==> src/rtl/decoded_bit_packer_if.sv <==
// Bit-in / word-out bundle for decoded_bit_packer.
// Decoded bits enter, packed words leave over valid/ready.
interface decoded_bit_packer_if #(
    parameter int W     = 8,
    parameter int DEPTH = 16
);
    localparam int FW = $clog2(DEPTH + 1);

    logic          bit_valid;
    logic          bit_in;
    logic          flush;
    logic          out_valid;
    logic [W-1:0]  out_data;
    logic          out_ready;
    logic [FW-1:0] fill_level;
    logic          overflow;

    modport master (
        output bit_valid, bit_in, flush, out_ready,
        input  out_valid, out_data, fill_level, overflow
    );

    modport slave (
        input  bit_valid, bit_in, flush, out_ready,
        output out_valid, out_data, fill_level, overflow
    );
endinterface

==> src/rtl/decoded_bit_packer.sv <==
// Packs decoder bits into W-bit words and queues them
// in a first-word-fall-through FIFO for the UART.
module decoded_bit_packer #(
    parameter int W            = 8,
    parameter int DEPTH        = 16,
    parameter int MSB_FIRST    = 0,
    parameter int IDLE_TIMEOUT = 0
) (
    input logic                 clk,
    input logic                 rst,
    decoded_bit_packer_if.slave bus
);
    localparam int CW    = $clog2(W + 1);
    localparam int AW    = (DEPTH > 1) ? $clog2(DEPTH) : 1;
    localparam int FW    = $clog2(DEPTH + 1);
    localparam int IW    = $clog2(IDLE_TIMEOUT + 1) + 1;
    localparam int TO_M1 = (IDLE_TIMEOUT > 0) ? IDLE_TIMEOUT - 1 : 0;

    typedef enum logic {EMPTY, COLLECT} state_t;

    state_t        state;
    logic [CW-1:0] bit_cnt;
    logic [W-1:0]  sreg;
    logic [W-1:0]  word_nx;
    logic [IW-1:0] idle_cnt;
    logic          push_q;
    logic [W-1:0]  push_data;
    logic          timeout;
    logic          last_bit;
    logic          do_push;
    int            pos;

    always_comb begin
        pos     = (MSB_FIRST != 0) ? (W - 1 - int'(bit_cnt)) : int'(bit_cnt);
        word_nx = sreg;
        for (int i = 0; i < W; i++) begin
            if (bus.bit_valid && pos == i) begin
                word_nx[i] = bus.bit_in;
            end
        end
    end

    assign timeout  = (IDLE_TIMEOUT != 0) && (state == COLLECT)
                   && !bus.bit_valid && (idle_cnt == IW'(TO_M1));
    assign last_bit = bus.bit_valid && (int'(bit_cnt) == W - 1);
    // A same-cycle bit is merged before the flush, so one push at most.
    assign do_push  = last_bit
                   || ((bus.flush || timeout)
                       && (state == COLLECT || bus.bit_valid));

    always_ff @(posedge clk) begin
        if (rst) begin
            state     <= EMPTY;
            bit_cnt   <= '0;
            sreg      <= '0;
            idle_cnt  <= '0;
            push_q    <= 1'b0;
            push_data <= '0;
        end else begin
            push_q <= do_push;
            if (do_push) begin
                push_data <= word_nx;
                state     <= EMPTY;
                bit_cnt   <= '0;
                sreg      <= '0;
                idle_cnt  <= '0;
            end else if (bus.bit_valid) begin
                state    <= COLLECT;
                bit_cnt  <= bit_cnt + CW'(1);
                sreg     <= word_nx;
                idle_cnt <= '0;
            end else if (state == COLLECT) begin
                idle_cnt <= idle_cnt + IW'(1);
            end
        end
    end

    logic [W-1:0]  mem [DEPTH];
    logic [AW-1:0] rd_ptr;
    logic [AW-1:0] wr_ptr;
    logic [FW-1:0] count;
    logic          ovf;
    logic          full;
    logic          pop;
    logic          wr_en;

    assign full  = (count == FW'(DEPTH));
    assign pop   = bus.out_valid && bus.out_ready;
    assign wr_en = push_q && (!full || pop);

    always_ff @(posedge clk) begin
        if (wr_en) begin
            mem[wr_ptr] <= push_data;
        end
    end

    always_ff @(posedge clk) begin
        if (rst) begin
            rd_ptr <= '0;
            wr_ptr <= '0;
            count  <= '0;
            ovf    <= 1'b0;
        end else begin
            if (wr_en) begin
                wr_ptr <= wr_ptr + AW'(1);
            end
            if (pop) begin
                rd_ptr <= rd_ptr + AW'(1);
            end
            if (push_q && full && !pop) begin
                ovf <= 1'b1;
            end
            unique case ({wr_en, pop})
                2'b10:   count <= count + FW'(1);
                2'b01:   count <= count - FW'(1);
                default: count <= count;
            endcase
        end
    end

    assign bus.out_valid  = (count != '0);
    assign bus.out_data   = bus.out_valid ? mem[rd_ptr] : '0;
    assign bus.fill_level = count;
    assign bus.overflow   = ovf;
endmodule
==> src/flat_wrapper.sv <==
// flat-port wrapper written by rule: the top's interface ports become plain ports
module decoded_bit_packer_flat 
#(
    parameter int W            = 8,
    parameter int DEPTH        = 16,
    parameter int MSB_FIRST    = 0,
    parameter int IDLE_TIMEOUT = 0
)
  (clk, rst, bus_bit_valid, bus_bit_in, bus_flush, bus_out_ready, bus_out_valid, bus_out_data, bus_fill_level, bus_overflow);
  decoded_bit_packer_if #(.W(W), .DEPTH(DEPTH)) bus_i ();
  input logic clk;
  input logic rst;
  input wire logic [$bits(bus_i.bit_valid)-1:0] bus_bit_valid;
  input wire logic [$bits(bus_i.bit_in)-1:0] bus_bit_in;
  input wire logic [$bits(bus_i.flush)-1:0] bus_flush;
  input wire logic [$bits(bus_i.out_ready)-1:0] bus_out_ready;
  output wire logic [$bits(bus_i.out_valid)-1:0] bus_out_valid;
  output wire logic [$bits(bus_i.out_data)-1:0] bus_out_data;
  output wire logic [$bits(bus_i.fill_level)-1:0] bus_fill_level;
  output wire logic [$bits(bus_i.overflow)-1:0] bus_overflow;
  assign bus_i.bit_valid = bus_bit_valid;
  assign bus_i.bit_in = bus_bit_in;
  assign bus_i.flush = bus_flush;
  assign bus_i.out_ready = bus_out_ready;
  assign bus_out_valid = bus_i.out_valid;
  assign bus_out_data = bus_i.out_data;
  assign bus_fill_level = bus_i.fill_level;
  assign bus_overflow = bus_i.overflow;
  decoded_bit_packer #(.W(W), .DEPTH(DEPTH), .MSB_FIRST(MSB_FIRST), .IDLE_TIMEOUT(IDLE_TIMEOUT)) u_core (.clk(clk), .rst(rst), .bus(bus_i));
endmodule
==> config.mk <==
export PLATFORM = sky130hd
export DESIGN_NAME = decoded_bit_packer_flat
export DESIGN_NICKNAME = d
export VERILOG_FILES = /design/src/rtl/decoded_bit_packer_if.sv /design/src/rtl/decoded_bit_packer.sv /design/src/flat_wrapper.sv
export SDC_FILE = /design/constraint.sdc
export NUM_CORES = 1
export LEC_CHECK = 0
export CORE_MARGIN = 5
export CORE_UTILIZATION = 65
export CTS_CLUSTER_SIZE = 24
export DETAILED_ROUTE_END_ITERATION = 10
export PLACE_DENSITY = 0.92
export SETUP_SLACK_MARGIN = 0.2
export SYNTH_ARGS = -nofsm -noshare
export SYNTH_HDL_FRONTEND = slang
export SYNTH_SLANG_ARGS = --single-unit
==> constraint.sdc <==
create_clock -name clk -period 8.5 [get_ports clk]
set_clock_uncertainty 0.15 [all_clocks]
set_input_delay 2.125 -clock clk [delete_from_list [all_inputs] [get_ports clk]]
set_output_delay 2.125 -clock clk [all_outputs]
set_load 0.02 [all_outputs]
# == Yosys cells after proc, flatten, opt, wreduce, memory -nomap -nowiden ==
# Memories as Yosys holds them, arrays and structs flattened. A register that Yosys moved wholly into a read port is not among the register bits.
# Index checks and enable logic that the tools add are counted.
# op_classes
add_sub_neg,5
eq_ne,10
n_mux,14
reduce_logical,22
# op_table
cell,count
"== test 4 bit, second input constant",4
logical AND 1 bit,13
"adder 4 x 1 -> 4 bit, second input constant",3
2-to-1 mux 1 bit,10
one-hot mux 5 bit (2 select lines),1
"== test 4 x 3 -> 1 bit, second input constant",2
2-to-1 mux 4 bit,2
2-to-1 mux 8 bit,1
"adder 5 x 1 -> 5 bit, second input constant",1
"== test 5 bit, second input constant",1
nonzero test 5 bit,1
"subtractor 5 x 1 -> 5 bit, second input constant",1
"== test 4 x 2 -> 1 bit, second input constant",1
zero test 4 bit,1
logical OR 1 bit,3
"== test 2 x 1 -> 1 bit, second input constant",1
"== test 2 bit, second input constant",1
zero test 1 bit,2
nonzero test 2 bit,1
OR reduction 2 bit,1
# totals
reg_bits,36
ramBits,128
inputBits,6
out_inout_bits,15
elab_cells,61
memories,1
# mem_list
name,words,width,read_ports,rd_ports_with_merged_regs,write_ports,line_no,rtl
u_core.mem,16,8,1,1,1,decoded_bit_packer.sv:78,logic [W-1:0] mem [DEPTH];

# == Depth between registers and ports, before layout ==
# Gate-level depths: netlist of the first run.
# logic_depth
ltp_word,6
mapped_depth,11

# == Least setup slack after synthesis of the first run ==
# OpenSTA, ideal clock, no wires.
# synth_timing
path_kind,reg2out
startpoint,"register u_core.count[1], in the netlist u_core.bus.fill_level[1]"
endpoint,output port bus_out_data[6]
arrival_ps,1962
t_required_ps,6225
slack_ps,4263
path_stages_with_launch,8
path_buffers,3
path_cell_list,dfxtp_1 buf_6 or4_4 buf_6 nand2b_1 nand2b_1 clkbuf_1 o22ai_1
# synth_via
elab_chain_len,2
# synth_rtl
item,line_no,rtl
start: declaration,decoded_bit_packer.sv:81,logic [FW-1:0] count;
start signal: assignment,decoded_bit_packer.sv:114,2'b10: count <= count + FW'(1);
start signal: assignment,decoded_bit_packer.sv:115,2'b01: count <= count - FW'(1);
start signal: assignment,decoded_bit_packer.sv:116,default: count <= count;
nonzero test 5 bit,decoded_bit_packer.sv:121,assign bus.out_valid = (count != '0);
net bus_out_valid,flat_wrapper.sv:17,output wire logic [$bits(bus_i.out_valid)-1:0] bus_out_valid;
2-to-1 mux 8 bit,decoded_bit_packer.sv:122,assign bus.out_data = bus.out_valid ? mem[rd_ptr] : '0;
end: declaration,flat_wrapper.sv:18,output wire logic [$bits(bus_i.out_data)-1:0] bus_out_data;
# The timed path passes the listed nets, and every way through them passes these cells.

==> results.sh, run 1 <==
export IMPL_status="finished, final reports clean"
export IMPL_clock_path_buffers=2
export IMPL_top_usage_layer="met2"
export IMPL_leakagePower_nw=2.51
export IMPL_start_util_pct=65.9
export IMPL_r2r_cells=8
export IMPL_cts_buffers=17
export IMPL_fmax_mhz=183
export IMPL_drive_gt1_share_pct=16.6
export IMPL_cts_sink_count=168
export IMPL_vias=3685
export IMPL_min_period_ps=5450
export IMPL_synth_top_family_by_area="multiplexers"
export IMPL_rsz0062_at_grt="false"
export IMPL_drc=0
export IMPL_maxCapViolCount=0
export IMPL_critPathLaunchType="flop"
export IMPL_cp_arrival_ps=3180
export IMPL_synth_edf_count=128
export IMPL_synthTopCellsByArea="edfxtp_1, dfxtp_1, mux4_2"
export IMPL_area_delta_synth_final_pct=12.7
export IMPL_cts_hold_buf=0
export IMPL_use_met1_pct=31.2
export IMPL_hold_viol_final=0
export IMPL_tritoncts="built"
export IMPL_core_area_mm2=0.0102
export IMPL_cp_end_kind="primary output"
export IMPL_avgViaCountPerCell=6.34
export IMPL_postCtsSetupBuffers=0
export IMPL_die_height_um=112
export IMPL_yosysWarnings=0
export IMPL_clk_latency_ps=520
export IMPL_synth_cells=410
export IMPL_cts_repair_resized=0
export IMPL_synth_seq_area_share_pct=69.2
export IMPL_drt_wl_total_um=13900
export IMPL_synth_distinct_cells=46
export IMPL_clockRootBuffer="clkbuf_8"
export IMPL_hold_depth=2
export IMPL_synthMuxAreaShare_pct=15.2
export IMPL_finalNonFillerCells=581
export IMPL_dp_cells=549
export IMPL_min_period_over_period_pct=64.1
export IMPL_finalSetupTns_ps=0
export IMPL_detailed_place_hpwl_um=8140
export IMPL_hold_ws_ps=332
export IMPL_wl_per_cell_um=23.9
export IMPL_port_buffers=20
export IMPL_fp_dieW_um=112
export IMPL_num_nets_final=449
export IMPL_synthSimpleGateAreaFrac_pct=6.22
export IMPL_die_area_mm2=0.0125
export IMPL_synth_most_common_cell="edfxtp_1"
export IMPL_htree_levels=4
export IMPL_antenna_found_initial=0
export IMPL_relSlewSlack_pct=24.0
export IMPL_critPathRequiredTime_ps=6230
export IMPL_drt_iter0_drc=370
export IMPL_worst_slew_pin_slew_ps=1140
export IMPL_async_flop_share_pct=0
export IMPL_synth_top_area_share_pct=57.2
export IMPL_synthTopCellsByCount="edfxtp_1, nor2_1, dfxtp_1"
export IMPL_detailed_place_area_mm2=0.00702
export IMPL_firstDrtPassIters=5
export IMPL_drv_slew=0
export IMPL_grt_pass1_vias=3796
export IMPL_gp_congestion=0.776
export IMPL_synth_xor_area_share_pct=1.17
export IMPL_syn_area_mm2=0.00671
export IMPL_synth_adder_area_share_pct=2.05
export IMPL_hold_path_class="reg2reg"
export IMPL_postSynthAreaPerCell_um2=16.4
export IMPL_irDropWorstVdd_mv=0.207
export IMPL_gr_usage_all_layers_pct=23.9
export IMPL_crit_type="reg2out"
export IMPL_diodes=0
export IMPL_ant_nets=0
export IMPL_yosys_area_top_type="edfxtp_1"
export IMPL_synth_compound_area_share_pct=4.12
export IMPL_met2_usage_pct=40.1
export IMPL_finalSetupViolCount=0
export IMPL_grt_ovfl_total=0
export IMPL_grt_pass1_wl_um=21900
export IMPL_synth_nets=427
export IMPL_clk_pin_slew_ps=60
export IMPL_p_total_w=0.00218
export IMPL_postLayoutCellArea_mm2=0.00757
export IMPL_grt_max_degree=33
export IMPL_p_per_area_mw_per_mm2=288
export IMPL_synth_ff_type="edfxtp_1"
export IMPL_path_max_fanout=18
export IMPL_ys_ff_latch=168
export IMPL_met3_usage_pct=5.82
export IMPL_fp_row_count=37
export IMPL_ioPinCount=21
==> cell usage in the layout (no fill, tap or decap), types with 3 or more instances in the layout <==
cell | Yosys | routed
xor2_1 | 7 | 7
mux2i_1 | 28 | 28
nand2_1 | 14 | 14
o22ai_1 | 8 | 8
clkdlybuf4s50_1 | 0 | 20
clkinvlp_4 | 0 | 4
nand2b_1 | 5 | 5
clkbuf_16 | 0 | 16
edfxtp_1 | 128 | 128
a211oi_1 | 8 | 8
mux4_2 | 32 | 32
nor3_1 | 7 | 7
o211ai_1 | 3 | 3
clkinv_2 | 0 | 3
dfxtp_1 | 40 | 38
buf_4 | 0 | 5
o21a_1 | 4 | 4
a21oi_1 | 6 | 6
nor2_1 | 48 | 48
ha_1 | 11 | 11
inv_1 | 7 | 7
==> cells by family (layout without fill, tap and decap cells) <==
logic type,count (synthesis),in the layout
simple gates,91,91
fa+ha+maj,11,11
buf+inv,29,64
xor+xnor,9,9
flops,168,168
compound gates,40,40
mux,62,62
==> where the power goes <==
part / total, W / switching [W] / internal [W] / leakage [nW]
Combinational: 0.000476 / 0.000233 / 0.000243 / 0.743
Sequential: 0.000982 / 0.0000728 / 0.000910 / 1.50
Clock: 0.000718 / 0.000303 / 0.000415 / 0.257
==> worst max-delay path, stage by stage (launching register included) <==
cell and delay (ps):
dfxtp_2 680, buf_4 440, mux4_2 570, mux2i_1 230
o22ai_1 140, clkdlybuf4s50_1 570
==> cell type report <==
type,instances,area [um^2]
sequential,168,4650
fill,583,2620
clock inverter,13,131
clock buffer,19,422
inverter,7,26.3
multi-input combinational,213,1930
timing repair buffer,25,238
tap,136,170
==> flip-flops by register name, indices dropped and copies added (netlist names), named ones only <==
name                   flops
u_core.bus.fill_level      5
u_core.sreg                8
u_core.state               1
u_core.push_q              1
u_core.bus.overflow        1
u_core.push_data           8
u_core.bit_cnt             4
u_core.wr_ptr              4
u_core.mem               128
u_core.rd_ptr              4
==> final timing paths <==
kind,startpoint,slack (ps),to
worst max-delay path,flop,3050,bus_out_data[4]
worst min-delay path,u_core.state$_SDFFE_PP0P_,330,u_core.state$_SDFFE_PP0P_
worst max register to register,u_core.bus.fill_level[0]$_SDFFE_PP0P_,5620,u_core.bus.fill_level[4]$_SDFFE_PP0P_
worst min register to register,u_core.state$_SDFFE_PP0P_,330,u_core.state$_SDFFE_PP0P_
==> metal layers <==
| layer | wire length (um) | part of all wire, % |
|---|---|---|
| met5 | 0 | 0 |
| met4 | 271 | 1.9 |
| met3 | 1130 | 8.1 |
| met2 | 7260 | 52 |
| met1 | 5250 | 38 |
==> stage by stage <==
stage          utilization, %  setup slack [ps]
2_1_floorplan               -              4260
3_3_place_gp             68.9              3630
3_5_place_dp             68.9              3600
4_1_cts                  74.3              2990
5_1_grt                  74.3              2820
6_report                 74.3              3050
Note: power is estimated with default switching activity, not from simulation.
==> inputs of run 2 (changes only) <==
--- a/config.mk
+++ b/config.mk
@@ -6,10 +6,10 @@
 export NUM_CORES = 1
 export LEC_CHECK = 0
 export CORE_MARGIN = 5
-export CORE_UTILIZATION = 65
+export CORE_UTILIZATION = 61
 export CTS_CLUSTER_SIZE = 24
 export DETAILED_ROUTE_END_ITERATION = 10
-export PLACE_DENSITY = 0.92
+export PLACE_DENSITY = 0.87
 export SETUP_SLACK_MARGIN = 0.2
 export SYNTH_ARGS = -nofsm -noshare
 export SYNTH_HDL_FRONTEND = slang
==> constraint.sdc (replaced) <==
create_clock -name clk -period 5.4 [get_ports clk]
set_clock_uncertainty 0.15 [all_clocks]
set_input_delay 1.35 -clock clk [delete_from_list [all_inputs] [get_ports clk]]
set_output_delay 1.35 -clock clk [all_outputs]
set_load 0.02 [all_outputs]
==> results.sh, run 2 (synthesis results as in run 1) <==
export IMPL_status="finished, final reports clean"
export IMPL_clk_latency_ps=530
export IMPL_r2r_slack_ps=2520
export IMPL_clkPwrFrac_pct=35.1
export IMPL_cts_sink_count=168
export IMPL_hold_path_class="reg2reg"
export IMPL_relSlewSlack_pct=28.7
export IMPL_layout_common_cells="edfxtp_1, nor2_1, dfxtp_1"
export IMPL_cts_repair_resized=0
export IMPL_crit_type="reg2out"
export IMPL_grt_pass1_vias=3627
export IMPL_layout_commonest_cell="edfxtp_1"
export IMPL_rsz0062_at_grt="false"
export IMPL_power_frac_seq_pct=43.1
export IMPL_wl_per_cell_um=22.2
export IMPL_gr_usage_all_layers_pct=21.5
export IMPL_grt_max_degree=33
export IMPL_p_total_w=0.00354
export IMPL_grt_pass1_wl_um=20600
export IMPL_drc=0
export IMPL_internal_power_w=0.00258
export IMPL_critPathRequiredTime_ps=3900
export IMPL_drt_iter0_drc=284
export IMPL_cp_end_kind="primary output"
export IMPL_detailed_place_area_mm2=0.00705
export IMPL_critPathLaunchType="flop"
export IMPL_irDropWorstVdd_mv=0.270
export IMPL_path_cells="buf_12 > mux4_2 > mux2i_1 > o22ai_1 > clkdlybuf4s50_1"
export IMPL_path_max_fanout=17
export IMPL_maxCapViolCount=0
export IMPL_largest_register_ffs=128
export IMPL_fp_dieW_um=115
export IMPL_cts_buffers=17
export IMPL_ant_nets=0
export IMPL_vias=3626
export IMPL_cp_slowest_cell="dfxtp_2"
export IMPL_avgViaCountPerCell=6.18
export IMPL_drive_gt1_share_pct=17.2
export IMPL_diodes=0
export IMPL_swShare_pct=27.2
export IMPL_tritoncts="built"
export IMPL_p_sw_w=0.000961
export IMPL_htree_levels=4
export IMPL_final_util_pct=71.0
export IMPL_grt_ovfl_total=0
export IMPL_finalSetupTns_ps=0
export IMPL_fmax_mhz=221
export IMPL_gp_congestion=0.835
export IMPL_worst_slew_pin_slew_ps=1070
export IMPL_ioPinCount=21
export IMPL_leakagePower_nw=2.55
export IMPL_drt_wl_total_um=13000
export IMPL_slowest_delay_ps=750
export IMPL_detailed_place_hpwl_um=8160
export IMPL_clockRootBuffer="clkbuf_8"
export IMPL_start_util_pct=62.2
export IMPL_die_height_um=115
export IMPL_min_period_ps=4520
export IMPL_postLayoutCellArea_mm2=0.00766
export IMPL_drv_slew=0
export IMPL_fp_row_count=38
export IMPL_area_delta_synth_final_pct=14.1
export IMPL_clk_pin_slew_ps=70
export IMPL_pwr_share_comb_pct=21.7
export IMPL_top_regs="u_core.mem x128, u_core.push_data x8, u_core.sreg x8"
export IMPL_top_register="u_core.mem"
export IMPL_p_per_area_mw_per_mm2=462
export IMPL_postCtsSetupBuffers=0
export IMPL_antenna_found_initial=0
export IMPL_firstDrtPassIters=5
export IMPL_port_buffers=20
export IMPL_clock_path_buffers=2
export IMPL_hold_viol_final=0
export IMPL_finalSetupViolCount=0
export IMPL_cts_hold_buf=0
export IMPL_num_nets_final=451
export IMPL_die_area_mm2=0.0132
export IMPL_core_area_mm2=0.0108
export IMPL_cp_arrival_ps=3020
export IMPL_min_period_over_period_pct=83.7
[run 2: power by group through the flow]
stage	Sequential [W]	Clock (W)	Combinational, W
4_1_cts	0.00153	0.00126	0.000774
2_1_floorplan	0.00151	0	0.000563
3_5_place_dp	0.00155	0	0.000765
3_3_place_gp	0.00155	0	0.000747
6_report	0.00153	0.00124	0.000769
5_1_grt	0.00154	0.00133	0.000824
[run 2: layout make-up]
| class | instances | area, um^2 |
|---|---|---|
| fill | 661 | 3130 |
| tap | 140 | 175 |
| sequential | 168 | 4650 |
| clock inverter | 15 | 199 |
| timing repair buffer | 27 | 265 |
| inverter | 7 | 26.3 |
| clock buffer | 17 | 414 |
| multi-input combinational | 213 | 1930 |
[run 2: routing by layer]
| layer | track usage, % | vias to the layer above | share of wire [%] | wire length [um] |
|---|---|---|---|---|
| met2 | 34.1 | 155 | 49 | 6360 |
| li1 | - | 1625 | - | - |
| met4 | 9.70 | 0 | 2.5 | 328 |
| met1 | 28.3 | 1822 | 42 | 5450 |
| met3 | 5.79 | 24 | 6.7 | 866 |
| met5 | 0 | - | 0 | 0 |
[run 2: final timing paths]
path / end / startpoint / cells past startpoint
max: bus_out_data[2] / flop / 5
min: u_core.state$_SDFFE_PP0P_ / u_core.state$_SDFFE_PP0P_ / 2
max reg2reg: u_core.bus.fill_level[4]$_SDFFE_PP0P_ / u_core.bus.fill_level[0]$_SDFFE_PP0P_ / 8
min reg2reg: u_core.state$_SDFFE_PP0P_ / u_core.state$_SDFFE_PP0P_ / 2
[run 2: critical path, delay by kind of cell, from the launching register on]
| kind | cells | cell delay (ps) |
|---|---|---|
| DFF | 1 | 750 |
| muxes | 2 | 740 |
| AOI/OAI and AO/OA | 1 | 160 |
| buffers and inverters | 2 | 840 |
[run 2: through the flow]
stage	std cells	setup WS, ps	hold slack [ps]
after CTS	587	816	328
after detailed placement	555	1400	319
final	587	882	323
after global placement	555	1440	302
after floorplan	410	1940	285
after global routing	587	696	368
==> inputs of run 3 (changes only) <==
==> constraint.sdc (replaced) <==
create_clock -name clk -period 4.7 [get_ports clk]
set_clock_uncertainty 0.15 [all_clocks]
set_input_delay 1.175 -clock clk [delete_from_list [all_inputs] [get_ports clk]]
set_output_delay 1.175 -clock clk [all_outputs]
set_load 0.02 [all_outputs]
==> results.sh, run 3 (synthesis results as in run 1) <==
export IMPL_top_regs="u_core.mem x128, u_core.push_data x8, u_core.sreg x8"
export IMPL_drv_slew=0
export IMPL_drc=0
export IMPL_r2r_slack_ps=1780
export IMPL_drive_gt1_share_pct=17.4
export IMPL_firstDrtPassIters=5
export IMPL_drt_wl_total_um=13200
export IMPL_clk_pin_slew_ps=70
export IMPL_r2r_cells=7
export IMPL_grt_pass1_wl_um=20600
export IMPL_n_fill_cell=634
export IMPL_rsz0062_at_grt="false"
export IMPL_avgViaCountPerCell=6.16
export IMPL_grt_ovfl_total=0
export IMPL_finalSetupViolCount=0
export IMPL_internal_power_w=0.00290
export IMPL_clock_path_buffers=2
export IMPL_irDropWorstVdd_mv=0.441
export IMPL_antenna_found_initial=0
export IMPL_start_util_pct=62.2
export IMPL_die_area_mm2=0.0132
export IMPL_clockRootBuffer="clkbuf_8"
export IMPL_maxCapViolCount=0
export IMPL_status="finished, final reports clean"
export IMPL_cts_buffers=17
export IMPL_cp_slowest_cell="dfxtp_2"
export IMPL_grt_pass1_vias=3692
export IMPL_diodes=0
export IMPL_layout_commonest_cell="edfxtp_1"
export IMPL_cts_sink_count=168
export IMPL_min_period_over_period_pct=90.9
export IMPL_path_cells="buf_12 > mux4_2 > mux2i_1 > o22ai_1 > clkdlybuf4s50_1"
export IMPL_critPathRequiredTime_ps=3380
export IMPL_port_buffers=20
export IMPL_largest_register_ffs=128
export IMPL_finalNonFillerCells=588
export IMPL_p_sw_w=0.00110
export IMPL_path_max_fanout=19
export IMPL_p_per_area_mw_per_mm2=523
export IMPL_critPathLaunchType="flop"
export IMPL_cp_end_kind="primary output"
export IMPL_postLayoutCellArea_mm2=0.00764
export IMPL_power_frac_seq_pct=43.7
export IMPL_hold_viol_final=0
export IMPL_swShare_pct=27.4
export IMPL_layout_common_cells="edfxtp_1, nor2_1, dfxtp_1"
export IMPL_area_delta_synth_final_pct=13.9
export IMPL_cp_arrival_ps=2950
export IMPL_pwr_share_comb_pct=22.3
export IMPL_hold_path_class="reg2reg"
export IMPL_ioPinCount=21
export IMPL_wl_per_cell_um=22.5
export IMPL_dpl_worst_slack_ps=889
export IMPL_vias=3621
export IMPL_grt_max_degree=33
export IMPL_clk_latency_ps=510
export IMPL_fp_dieW_um=115
export IMPL_postCtsSetupBuffers=0
export IMPL_gp_congestion=0.853
export IMPL_top_register="u_core.mem"
export IMPL_fmax_mhz=234
export IMPL_min_period_ps=4270
export IMPL_relSlewSlack_pct=34.8
export IMPL_regArea_mm2=0.00465
export IMPL_cts_hold_buf=0
export IMPL_gr_usage_all_layers_pct=21.3
export IMPL_worst_slew_pin_slew_ps=974
export IMPL_multi_input_area_mm2=0.00193
export IMPL_detailed_place_area_mm2=0.00705
export IMPL_postLayoutSetupSlackWorst_ps=428
export IMPL_dp_cells=556
export IMPL_finalSetupTns_ps=0
export IMPL_tritoncts="built"
export IMPL_fp_row_count=38
export IMPL_htree_levels=4
export IMPL_cts_repair_resized=0
export IMPL_crit_type="reg2out"
export IMPL_drt_iter0_drc=322
export IMPL_slowest_delay_ps=680
export IMPL_leakagePower_nw=2.54
export IMPL_die_height_um=115
export IMPL_hold_depth=2
export IMPL_ant_nets=0
export IMPL_clkPwrFrac_pct=34.0
export IMPL_core_area_mm2=0.0108
export IMPL_hold_ws_ps=320
export IMPL_num_nets_final=452
export IMPL_detailed_place_hpwl_um=8170
[run 3: critical path, delay by kind of cell, from the launching register on]
family                 cells  cell delay, ps
buffers and inverters      2             830
AOI/OAI and AO/OA          1             130
muxes                      2             780
DFF                        1             680
[run 3: metrics by stage]
| stage | utilization [%] | power (W) |
|---|---|---|
| final | 70.8 | 0.00400 |
| after global routing | 70.8 | 0.00418 |
| after CTS | 70.8 | 0.00403 |
| after detailed placement | 65.4 | 0.00267 |
| after global placement | 65.4 | 0.00263 |
| after floorplan | - | 0.00238 |
[run 3: power by group through the flow]
| stage | logic, W | registers, W | clock network [W] |
|---|---|---|---|
| after floorplan | 0.000647 | 0.00174 | 0 |
| after global placement | 0.000859 | 0.00177 | 0 |
| after detailed placement | 0.000890 | 0.00178 | 0 |
| after CTS | 0.000899 | 0.00175 | 0.00138 |
| after global routing | 0.000960 | 0.00176 | 0.00146 |
| final | 0.000893 | 0.00175 | 0.00136 |
[run 3: path summary, 6_finish.rpt]
path / startpoint / end
max reg2reg: u_core.bus.fill_level[1]$_SDFFE_PP0P_ / u_core.bus.fill_level[4]$_SDFFE_PP0P_
max: flop / bus_out_data[5]
min reg2reg: u_core.state$_SDFFE_PP0P_ / u_core.state$_SDFFE_PP0P_
min: u_core.state$_SDFFE_PP0P_ / u_core.state$_SDFFE_PP0P_
[run 3: per-layer routing]
layer,track usage [%],vias up,share of wire [%]
met5,0,-,0
met4,7.20,0,2.2
met3,5.58,24,7.6
met2,33.8,188,49
met1,29.1,1788,41
li1,-,1621,-
[run 3: final cells by class]
type,instances,share of cell area [%]
clock buffer,17,5.42
clock inverter,15,2.31
inverter,7,0.344
multi-input combinational,213,25.3
sequential,168,60.8
tap,140,2.29
timing repair buffer,28,3.57
